==> src/rtl/dmem_pkg.sv <==
// Shared types and default sizing for the synchronous data memory.
package dmem_pkg;

  typedef enum logic {
    ST_CLEAR = 1'b0,
    ST_READY = 1'b1
  } dmem_state_t;

  localparam int DMEM_DATA_WIDTH = 8;
  localparam int DMEM_DEPTH      = 256;
  localparam int DMEM_ADDR_WIDTH = 8;

endpackage

==> src/rtl/dmem_array.sv <==
// Storage array: one write port, registered read with bypass, optional even-parity bit.
// Optional feature: DMEM_PARITY_EN adds the stored parity bit and a read-side parity check.
module dmem_array #(
  parameter int DATA_WIDTH = 8,
  parameter int DEPTH      = 256,
  parameter int ADDR_WIDTH = 8
) (
  input  logic                  clk,
  input  logic                  rst_n,
  input  logic                  we,
  input  logic [ADDR_WIDTH-1:0] waddr,
  input  logic [DATA_WIDTH-1:0] wdata,
`ifdef DMEM_PARITY_EN
  input  logic                  wpar,
  output logic                  perr,
`endif
  input  logic                  re,
  input  logic [ADDR_WIDTH-1:0] raddr,
  input  logic                  bypass,
  input  logic [DATA_WIDTH-1:0] bypass_dat,
  output logic [DATA_WIDTH-1:0] rdata
);

  logic [DATA_WIDTH-1:0] mem [DEPTH];

  always_ff @(posedge clk) begin
    if (we) mem[waddr] <= wdata;
  end

`ifdef DMEM_PARITY_EN
  logic par_mem [DEPTH];

  always_ff @(posedge clk) begin
    if (we) par_mem[waddr] <= wpar;
  end

  // Stored bit makes the word+parity XOR to zero; any odd flip shows as 1.
  assign perr = ^{mem[raddr], par_mem[raddr]};
`endif

  always_ff @(posedge clk or negedge rst_n) begin
    if (!rst_n) begin
      rdata <= '0;
    end else if (re) begin
      rdata <= bypass ? bypass_dat : mem[raddr];
    end
  end

endmodule

==> src/rtl/data_memory_sync.sv <==
// Single-port data RAM with registered read, write-first forwarding and a post-reset clear sweep.
// Optional feature: DMEM_PARITY_EN adds per-word even parity and a sticky par_err output.
module data_memory_sync
  import dmem_pkg::*;
#(
  parameter int DATA_WIDTH = DMEM_DATA_WIDTH,
  parameter int DEPTH      = DMEM_DEPTH,
  parameter int ADDR_WIDTH = DMEM_ADDR_WIDTH
) (
  input  logic                  clk,
  input  logic                  rst_n,
  input  logic [ADDR_WIDTH-1:0] address,
  input  logic [DATA_WIDTH-1:0] dataIn,
  input  logic                  RD,
  input  logic                  WR,
  output logic [DATA_WIDTH-1:0] dataOut,
  output logic                  rd_valid,
  output logic                  busy
`ifdef DMEM_PARITY_EN
  ,
  output logic                  par_err
`endif
);

  localparam logic [ADDR_WIDTH-1:0] LAST_ADDR = ADDR_WIDTH'(DEPTH - 1);

  dmem_state_t           state;
  logic [ADDR_WIDTH-1:0] cnt;
  logic                  clearing;
  logic                  in_range;
  logic                  rd_req;
  logic                  wr_req;
  logic                  bypass;
  logic [DATA_WIDTH-1:0] bypass_dat;
  logic                  arr_we;
  logic [ADDR_WIDTH-1:0] arr_waddr;
  logic [DATA_WIDTH-1:0] arr_wdata;

  assign clearing = (state == ST_CLEAR);
  assign in_range = (int'(address) < DEPTH);
  assign rd_req   = !clearing && RD;
  assign wr_req   = !clearing && WR && in_range;

  // Out-of-range reads return zero; a same-edge write is forwarded (write-first).
  assign bypass     = !in_range || WR;
  assign bypass_dat = in_range ? dataIn : '0;

  assign arr_we    = clearing || wr_req;
  assign arr_waddr = clearing ? cnt : address;
  assign arr_wdata = clearing ? '0 : dataIn;

`ifdef DMEM_PARITY_EN
  logic arr_wpar;
  logic arr_perr;
  assign arr_wpar = clearing ? 1'b0 : ^dataIn;
`endif

  dmem_array #(
    .DATA_WIDTH(DATA_WIDTH),
    .DEPTH     (DEPTH),
    .ADDR_WIDTH(ADDR_WIDTH)
  ) u_array (
    .clk       (clk),
    .rst_n     (rst_n),
    .we        (arr_we),
    .waddr     (arr_waddr),
    .wdata     (arr_wdata),
`ifdef DMEM_PARITY_EN
    .wpar      (arr_wpar),
    .perr      (arr_perr),
`endif
    .re        (rd_req),
    .raddr     (address),
    .bypass    (bypass),
    .bypass_dat(bypass_dat),
    .rdata     (dataOut)
  );

  always_ff @(posedge clk or negedge rst_n) begin
    if (!rst_n) begin
      state    <= ST_CLEAR;
      cnt      <= '0;
      busy     <= 1'b1;
      rd_valid <= 1'b0;
`ifdef DMEM_PARITY_EN
      par_err  <= 1'b0;
`endif
    end else begin
      case (state)
        ST_CLEAR: begin
          rd_valid <= 1'b0;
          if (cnt == LAST_ADDR) begin
            state <= ST_READY;
            busy  <= 1'b0;
          end else begin
            cnt <= cnt + 1'b1;
          end
        end
        ST_READY: begin
          rd_valid <= RD;
`ifdef DMEM_PARITY_EN
          if (rd_req && !bypass && arr_perr) par_err <= 1'b1;
`endif
        end
        default: state <= ST_CLEAR;
      endcase
    end
  end

endmodule

==> config.mk <==
export PLATFORM = sky130hd
export DESIGN_NAME = data_memory_sync
export DESIGN_NICKNAME = d
export VERILOG_FILES = /design/src/rtl/dmem_pkg.sv /design/src/rtl/dmem_array.sv /design/src/rtl/data_memory_sync.sv
export SDC_FILE = /design/constraint.sdc
export NUM_CORES = 2
export LEC_CHECK = 0
export ABC_CLOCK_PERIOD_IN_PS = 5050
export BUFFER_PORTS_ARGS = -buffer_cell sky130_fd_sc_hd__clkbuf_2
export CORE_MARGIN = 3
export CORE_UTILIZATION = 55
export DETAILED_ROUTE_END_ITERATION = 8
export GPL_TIMING_DRIVEN = 0
export PLACE_DENSITY = 0.79
export SETUP_SLACK_MARGIN = 0.5
export SLEW_MARGIN = 0
export SYNTH_ARGS = -nofsm -noshare
export SYNTH_HDL_FRONTEND = slang
export SYNTH_SLANG_ARGS = --single-unit
==> constraint.sdc <==
create_clock -name clk -period 5.05 [get_ports clk]
set_input_delay 1.515 -clock clk [delete_from_list [all_inputs] [get_ports clk]]
set_output_delay 1.515 -clock clk [all_outputs]
set_load 0.005 [all_outputs]
==> summary.txt <==
Setup violations, final: 0
crit path setup slack, layout: 0.202 ns
Setup WS pre-CTS: -1.29 ns
WL met1: 75.1 mm
DP Cell Count: 5738
placer congestion estimate: 1.03
area share of the largest cell type after synthesis: 76.1%
CP Launch Type: input port
Yosys reg bits: 2067
Initial Utilization: 55.8%
Layout Utilization: 62.8%
Setup CP Type: in2reg
antenna violations before repair: 12
Die Area: 151000 µm²
ys async rst share: 0.919%
Period minus WS final: 4.85 ns
vias per cell: 7.08
Core Region: 145000 µm²
Leak: 22.8 nW
Pwr per Cell Area: 370 nW/µm²
met3 routed WL: 35.5 mm
Switching Fraction: 20.8%
max_cap viols: 0
Worst Tran Pin Value: 1.26 ns
Max-slew headroom: 15.7%
Flop pwr share: 55.2%
mean routed wirelength per cell: 37.8 µm
worst reg2reg path startpoint: state
Synth cell types: 66
hold_sp: busy
critical-path maximum fanout: 10
Root Buffer: clkbuf_16
DP HPWL: 146 mm
area grow syn2layout: 12.5%
Die Ht: 389 µm
IO Port Bufs: 24
Comb power frac: 2.8%
synthesized area: 80800 µm²
Hold WS: 0.501 ns
Final Hold Fails: 0
status: finished clean
Top FF cell, synth: edfxtp_1
# H-tree levels: 4
commonest non-fill, non-tap cell in the layout: edfxtp_1
layout cell share with drive strength beyond 1: 28.2%
Post-synth EDFFs: 2048
Worst Skew: 0.0308 ns
Fmax: 206 MHz
DRT iter0 DRCs: 8041
final instance area: 90900 µm²
clock sinks: 2067
hold buffers post-CTS: 0
total gr overflow: 0
area leader, netlist: edfxtp_1
yosys warns: 0
Final Non-Filler Cells: 6095
Mapped Cells: 3788
CP Capture Type: flip-flop
TritonCTS clock tree: built
worst setup path start: address[3]
# rows: 139
drt pass-1 iters: 7
WP data arrival: 5.31 ns
VDD IR max: 329 µV
Highest Signal Layer: met5
Final Max Tran Viols: 0
post-route ant nets: 0
type of the worst min-delay path: reg2reg
P_int: 26.6 mW
Period Utilization, post-route: 96.0%
register area share after synthesis: 76.7%
Max Buffers Root-to-Sink: 3
Nets: 4049
placed cell areas: 83900 µm²
die width: 389 µm
vias in the first global route: 42200
P_sw: 6.98 mW
DR vias: 43200
DR WL met2: 105 mm
Clk Latency, worst-skew pair: 0.84 ns
Post-Syn Nets: 3809
most frequent cells in the layout: edfxtp_1, mux4_2, clkbuf_16, nor2_1, nand2_1
Total Routing Usage GR: 30.6%
drt total wl: 231 mm
CTS buffer count: 189
Avg Inst Size Synth: 21.3 µm²
RSZ-0062 raised after global routing: yes
CTS clk-pin slew, worst paths: 0.07 ns
Clk pwr share: 42.0%
DRC Markers: 0
IO Count: 30
Area contributors post-synth: edfxtp_1, mux4_2, nor2_1, mux2i_1, nand2_1
Crit path required time: 5.51 ns
first-pass GRT wire length: 322 mm
largest net degree at the start of global routing: 101
synth_stat cells, drive strengths merged, types with 11 or more instances:
| master | instances |
|---|---|
| mux2i | 105 |
| nor3 | 18 |
| inv | 14 |
| o22ai | 73 |
| a22oi | 11 |
| dfrtp | 18 |
| nor2 | 305 |
| mux4 | 522 |
| o21ai | 13 |
| nand2 | 139 |
| nand2b | 13 |
| clkbuf | 70 |
| and2 | 19 |
| a21oi | 41 |
| a211oi | 13 |
| buf | 152 |
| nand3 | 54 |
| mux2 | 15 |
| o211ai | 20 |
| edfxtp | 2048 |
registers in the layout, summed over array words and instances, names as in the netlist:
register       count
u_array.mem     2048
cnt                8
u_array.rdata      8
busy               1
rd_valid           1
state              1
worst max-delay path, cell delays in order:
cell and delay, ns:
clkbuf_2 0.18, clkbuf_2 0.38, buf_2 0.36, buf_2 0.54, nand3_1 0.16, o21ai_1 0.54
nand3_1 0.51, clkbuf_4 0.57, nor2_2 0.50
power by group through the flow:
stage	Sequential (mW)	Combinational, mW	Clock, mW
CTS	18.6	0.922	14.1
floorplan	18.9	0.546	0
global route	18.5	0.960	14.7
global placement	18.9	0.906	0
finish	18.6	0.956	14.1
detailed placement	18.9	0.915	0
final timing paths:
kind,to,slack (ns),depth (start not counted)
min in group asynchronous,u_array.rdata[0],0.68,1
min,busy,0.50,2
max reg2reg,u_array.mem[240][6],0.97,6
max,u_array.mem[60][6],0.20,9
max in group asynchronous,cnt[4],3.97,1
min reg2reg,busy,0.50,2
stage by stage:
step | total power [mW] | setup TNS [ns]
final | 33.6 | 0
after global routing | 34.2 | 0
after CTS | 33.6 | 0
after detailed placement | 19.8 | -1235.31
after global placement | 19.8 | -2849.16
after floorplan | 19.5 | 0
area by class of cell:
cell class,instances,area (µm²)
repair buffers,49,753
flip-flops and latches,2067,62000
clock buffers,242,5040
inverters,16,60.1
fillers,9158,53800
multi-input cells,1483,18200
diodes,4,10.0
clock inverters,109,967
well taps,1903,2380
plain buffers,222,1510
cell families after synthesis:
logic type	count (synthesis)	share of synthesized area (%)
compound gates	252	2.20
xor+xnor	6	0.0651
fa+ha+maj	1	0.0155
buf+inv	238	1.88
flops	2067	76.7
mux	642	16.1
simple gates	582	3.05
repair_timing:
item / 4_1_cts / 5_1_grt
pin swaps: 1 / 0
cloned: 0 / 0
buffers inserted: 2 / 0
gates resized for setup: 175 / 95
setup endpoints to repair: 1441 / 933
endpoints found under the hold margin: 0 / 0
metal layers:
| layer | vias to the layer above | track usage, % |
|---|---|---|
| met3 | 791 | 11.1 |
| met1 | 22100 | 39.7 |
| li1 | 16200 | - |
| met2 | 4065 | 45.7 |
| met5 | - | 0 |
| met4 | 14 | 16.4 |
Note: power is estimated with default switching activity, not from simulation.
